### config.mk
export PLATFORM = sky130hd
export DESIGN_NAME = imem_fetch
export DESIGN_NICKNAME = d
export VERILOG_FILES = /design/src/rtl/imem_fetch.sv
export SDC_FILE = /design/constraint.sdc
export NUM_CORES = 1
export LEC_CHECK = 0
export ABC_CLOCK_PERIOD_IN_PS = 1900
export BUFFER_PORTS_ARGS = -buffer_cell sky130_fd_sc_hd__buf_2
export CAP_MARGIN = 25
export CORE_AREA = 2 2 114 116
export CTS_CLUSTER_DIAMETER = 40
export CTS_CLUSTER_SIZE = 20
export DETAILED_ROUTE_END_ITERATION = 7
export DIE_AREA = 0 0 116 118
export PLACE_DENSITY_LB_ADDON = 0.25
export REMOVE_ABC_BUFFERS = 1
export SYNTH_ARGS = -nofsm -noshare
export SYNTH_HDL_FRONTEND = slang
export SYNTH_SLANG_ARGS = --single-unit
### constraint.sdc
create_clock -name clk -period 1.9 [get_ports clk]
set_input_delay 0.285 -clock clk [delete_from_list [all_inputs] [get_ports clk]]
set_output_delay 0.285 -clock clk [all_outputs]
set_load 0.01 [all_outputs]
### src/rtl/imem_fetch.sv
// Instruction fetch: PC, 16:1 ROM word select, registered instruction with 1-cycle latency.
// Stall holds all fetch state, branch redirect costs one bubble, and a halt opcode freezes fetch until reset.
module imem_fetch (
  input  logic        clk,
  input  logic        rst,
  input  logic [15:0] w0,
  input  logic [15:0] w1,
  input  logic [15:0] w2,
  input  logic [15:0] w3,
  input  logic [15:0] w4,
  input  logic [15:0] w5,
  input  logic [15:0] w6,
  input  logic [15:0] w7,
  input  logic [15:0] w8,
  input  logic [15:0] w9,
  input  logic [15:0] w10,
  input  logic [15:0] w11,
  input  logic [15:0] w12,
  input  logic [15:0] w13,
  input  logic [15:0] w14,
  input  logic [15:0] w15,
  input  logic        stall,
  input  logic        br_taken,
  input  logic [3:0]  br_target,
  output logic [15:0] instr,
  output logic        instr_valid,
  output logic [3:0]  instr_pc,
  output logic [3:0]  pc,
  output logic        halted,
  output logic [7:0]  fetch_cnt
);

  localparam logic [3:0]  HALT_OP  = 4'b1111;
  localparam logic [15:0] NOP_WORD = 16'h0000;

  typedef enum logic {S_RUN = 1'b0, S_HALT = 1'b1} state_t;

  state_t      state_q, state_d;
  logic [3:0]  pc_q, pc_d;
  logic [15:0] instr_q, instr_d;
  logic        instr_valid_q, instr_valid_d;
  logic [3:0]  instr_pc_q, instr_pc_d;
  logic [7:0]  fetch_cnt_q, fetch_cnt_d;

  logic [15:0] rom [16];
  logic [15:0] sel;

  assign rom[0]  = w0;
  assign rom[1]  = w1;
  assign rom[2]  = w2;
  assign rom[3]  = w3;
  assign rom[4]  = w4;
  assign rom[5]  = w5;
  assign rom[6]  = w6;
  assign rom[7]  = w7;
  assign rom[8]  = w8;
  assign rom[9]  = w9;
  assign rom[10] = w10;
  assign rom[11] = w11;
  assign rom[12] = w12;
  assign rom[13] = w13;
  assign rom[14] = w14;
  assign rom[15] = w15;
  assign sel     = rom[pc_q];

  always_ff @(posedge clk or posedge rst) begin
    if (rst) begin
      state_q       <= S_RUN;
      pc_q          <= 4'd0;
      instr_q       <= NOP_WORD;
      instr_valid_q <= 1'b0;
      instr_pc_q    <= 4'd0;
      fetch_cnt_q   <= 8'd0;
    end else begin
      state_q       <= state_d;
      pc_q          <= pc_d;
      instr_q       <= instr_d;
      instr_valid_q <= instr_valid_d;
      instr_pc_q    <= instr_pc_d;
      fetch_cnt_q   <= fetch_cnt_d;
    end
  end

  always_comb begin
    state_d       = state_q;
    pc_d          = pc_q;
    instr_d       = instr_q;
    instr_valid_d = instr_valid_q;
    instr_pc_d    = instr_pc_q;
    fetch_cnt_d   = fetch_cnt_q;
    case (state_q)
      S_RUN: begin
        // Redirect wins over stall; the squashed slot never looks at sel, so no halt detect.
        if (br_taken) begin
          pc_d          = br_target;
          instr_d       = NOP_WORD;
          instr_valid_d = 1'b0;
        end else if (!stall) begin
          instr_d       = sel;
          instr_pc_d    = pc_q;
          instr_valid_d = 1'b1;
          fetch_cnt_d   = (fetch_cnt_q == 8'hFF) ? fetch_cnt_q : fetch_cnt_q + 8'd1;
          if (sel[15:12] == HALT_OP) begin
            state_d = S_HALT;
          end else begin
            pc_d = pc_q + 4'd1;
          end
        end
      end
      S_HALT: begin
        // Halt word is issued once: valid drops on the first accepted cycle.
        if (!stall) begin
          instr_valid_d = 1'b0;
        end
      end
      default: state_d = S_RUN;
    endcase
  end

  always_comb begin
    instr       = instr_q;
    instr_valid = instr_valid_q;
    instr_pc    = instr_pc_q;
    pc          = pc_q;
    halted      = (state_q == S_HALT);
    fetch_cnt   = fetch_cnt_q;
  end

endmodule

==> impl_results.md <==
- Outcome: finished with violations
- Violated checks: negative setup slack
- Placeable Area: ~0.012 sq mm
- Via density per instance: 5.00
- Arr. time, crit path: between 2000 and 2500 ps
- Standard-cell row count: between 40 and 50
- Detailed placer's ending HPWL: about 11000 um
- Mean routed wirelength per cell: approximately 18 um
- Max-capacitance violation count: 0
- Number of buffers inserted during clock tree synthesis: 5
- Filler cells: roughly 1200
- Total power of the final layout: between 2 and 2.5 mW
- Async SR Flop Fraction: 100%
- Non-Filler Cell Area, Final: 0.00559 sq mm
- Clock sink total: 34
- Synth Area in Compound Gates: under 10%
- Congestion Overflow GR: 0
- Top cell types by occurrence after synthesis: sky130_fd_sc_hd__mux4_2, sky130_fd_sc_hd__dfrtp_1, sky130_fd_sc_hd__mux2i_1
- Clock latency reported for the late side of the worst-skew pair: between 200 and 300 ps
- Remaining design rule violation count: 0
- Number of max-slew violations in the final report: 0
- Cells after Synth: roughly 270
- Final cell count without fillers: ~750
- GRT Overall Usage: around a fifth
- Fin Hold WS: 60.4 ps
- Dominant combinational cell family by area after synthesis: multiplexers
- Netlist area before placement: about 0.0035 sq mm
- Area fraction in and, or, nand and nor cells after synthesis: ~6.9%
- Top cell type by total area after synthesis: sky130_fd_sc_hd__mux4_2
- Depth of the worst register-to-register path: 7
- Fin crit period: around 2100 ps
- Distinct cell type count of the synthesized netlist: 43
- Synthesized-area fraction occupied by adder cells: less than 1%
- Number of hold violations in the final report: 0
- Cell area reported after detailed placement: around 0.0053 sq mm
- Remaining antenna violation count: 0
- Post-Syn Area per Cell: 13.1 sq um
- CP Capture Type: flip-flop
- Initial standard-cell utilization of the core: between 20 and 30%
- Critical path startpoint category: flip-flop
- Area share of the leading cell type in the synthesized netlist: about a third
- Overall routed net length: between 10000 and 15000 um
- Number of flops mapped to enable cells by yosys: 0
- Chip width: 116 um
- Cell with the biggest individual delay on the critical path: sky130_fd_sc_hd__mux4_2
- Pin count of the biggest net entering global routing: 25
- Power density relative to cell area: about 400 mW/mm^2
- Final worst clock skew: between 4 and 5 ps
- Multiplexer area fraction after synthesis: ~52%
- Class of the most critical hold timing path: primary input to asynchronous set/reset pin
- Warning count from the yosys run: 0
- Maximum net fanout on the critical path: 8
- H-tree depth: 2
- Cells along the critical path: buf_8, mux4_2, a22oi_2, nand3_2, nand2_4, o21ai_2, mux2_4
- Overall die area: 0.0137 sq mm
- Flip-flop and latch count after synthesis: 34
- Number of buffers and inverters on the critical path: 1
- Initial antenna violation count: 1
- Root Buffer: sky130_fd_sc_hd__clkbuf_16
- Worst stage delay on the critical path: 510 ps
- Routed via count: roughly 3800
- CTS tree: built
- Cell family with the largest share of critical-path delay: multiplexers
- LEAKAGE: 2.70 nW
- Hold buffer count at cts: 0
- Final-stage net count: 843
- IO Pins: about 300
- Vertical die dimension: ~120 um
- Highest clock rate: ~0.48 GHz
- Largest cells by area after synthesis: sky130_fd_sc_hd__mux4_2, sky130_fd_sc_hd__dfrtp_1, sky130_fd_sc_hd__mux2i_1
- Total negative slack for setup checks: -1600 ps
- Post-Place Worst Slack: -270 ps
- First-iteration detailed-routing DRC count: 133
- Final weighted congestion in routability-driven placement: 0.973
- Number of placed instances with taps included: 733
- Smallest setup slack after layout: -197 ps
- Worst slew margin relative to its limit: about 45%
- Portion of the post-synthesis area used by sequential elements: about a quarter
- Xor-xnor portion of the synthesized cell area: ~1.8%
- Quantity of I/O buffers inserted on ports: just under 300
- Maximum root-to-sink buffer count: 2
- Most repeated cell in the gate-level netlist after synthesis: sky130_fd_sc_hd__mux4_2
- Share of layout cells above drive strength 1: just over 70%
- IR Drop Worst-Case VDD: ~280 uV
- Most used flip-flop cell after synthesis: sky130_fd_sc_hd__dfrtp_1
- Clock transition time at the flip-flop clock pins of the worst setup and hold paths: 60 ps
- Start-to-end type of the worst setup path: flip-flop to flip-flop
- Post-route fraction of the period consumed by the critical path: 110%
- Data required time of the critical path: 2060 ps
- Slew @ Worst Pin: 814 ps
- Number of detailed-routing iterations run before antenna repair: 4
- First-pass GRT wire length: about 21000 um
- Final count of negative-setup-slack endpoints: 13
- Via count of the first global-routing pass: 4170
- Setup repair after global routing missed its margin: true
- Number of cells on the critical path: 7
- Layout overhead on the synthesized area: 60.8%
- Post-Route Utilization: 45.0%
[cell families after synthesis]
kind of cell / count (synthesis)
muxes: 97
and+or+nand+nor: 49
adders and majority gates: 2
AOI/OAI and AO/OA: 42
DFF: 34
buffers and inverters: 34
xor gates and xnor gates: 7
[where the power goes]
| part | leakage, nW | switching (mW) | internal, mW |
|---|---|---|---|
| registers | 0.452 | 0.0108 | 0.731 |
| logic | 2.18 | 0.250 | 0.416 |
| clock network | 0.0729 | 0.325 | 0.519 |
| total | 2.70 | 0.585 | 1.67 |
[repair_timing]
| action | in CTS | in global routing |
|---|---|---|
| pin swaps | 7 | 3 |
| hold endpoints to repair | 0 | 0 |
| endpoints found under the setup margin | 17 | 21 |
| buffers inserted | 6 | 1 |
| resized for setup | 16 | 5 |
| cloned | 1 | 1 |
[flip-flops by register name, summed over array words and instances (netlist names)]
signal	count
instr_valid	1
fetch_cnt	8
halted	1
instr_pc	4
pc	4
instr	16
[area by class of cell]
class	instances	area, sq um	share of cell area, %
multi-input cells	197	2490	44.5
repair buffers	330	1850	33.0
flip-flops and latches	34	856	15.3
well taps	172	215	3.85
clock buffers	6	139	2.48
inverters	9	33.8	0.604
clock inverters	2	12.5	0.224
diodes	1	2.50	0.0448
[metal layers]
metal  vias up  global-route usage, %  share of wire [%]
met5         -                      0                  0
met4         0                   5.28                1.8
met1      1824                   24.6                 39
li1       1731                      -                  -
met2       174                   35.7                 52
met3        24                   4.33                6.7
[cells in the final DEF, fill, tap and decap left out, drive strengths merged, types with 4 or more instances in the layout]
cell / synthesis / routed
nor2: 5 / 5
o21ai: 7 / 7
inv: 9 / 8
mux4: 62 / 62
o221ai: 13 / 13
dfrtp: 34 / 34
mux2i: 29 / 29
clkbuf: 13 / 7
nand3: 12 / 12
xor2: 4 / 4
nand2: 22 / 22
buf: 12 / 328
mux2: 6 / 6
[worst paths after layout]
check | startpoint | to | slack [ps]
worst min-delay path | rst | instr[9]$_DFFE_PP0P_ | 60
max in group asynchronous | rst | instr[8]$_DFFE_PP0P_ | 1300
worst max register to register | pc[0]$_DFFE_PP0P_ | pc[1]$_DFFE_PP0P_ | -200
worst max-delay path | pc[0]$_DFFE_PP0P_ | pc[1]$_DFFE_PP0P_ | -200
worst min register to register | instr[15]$_DFFE_PP0P_ | instr[15]$_DFFE_PP0P_ | 490
min in group clk | stall | halted$_DFF_PP0_ | 340
(Power assumes the default switching activity.)
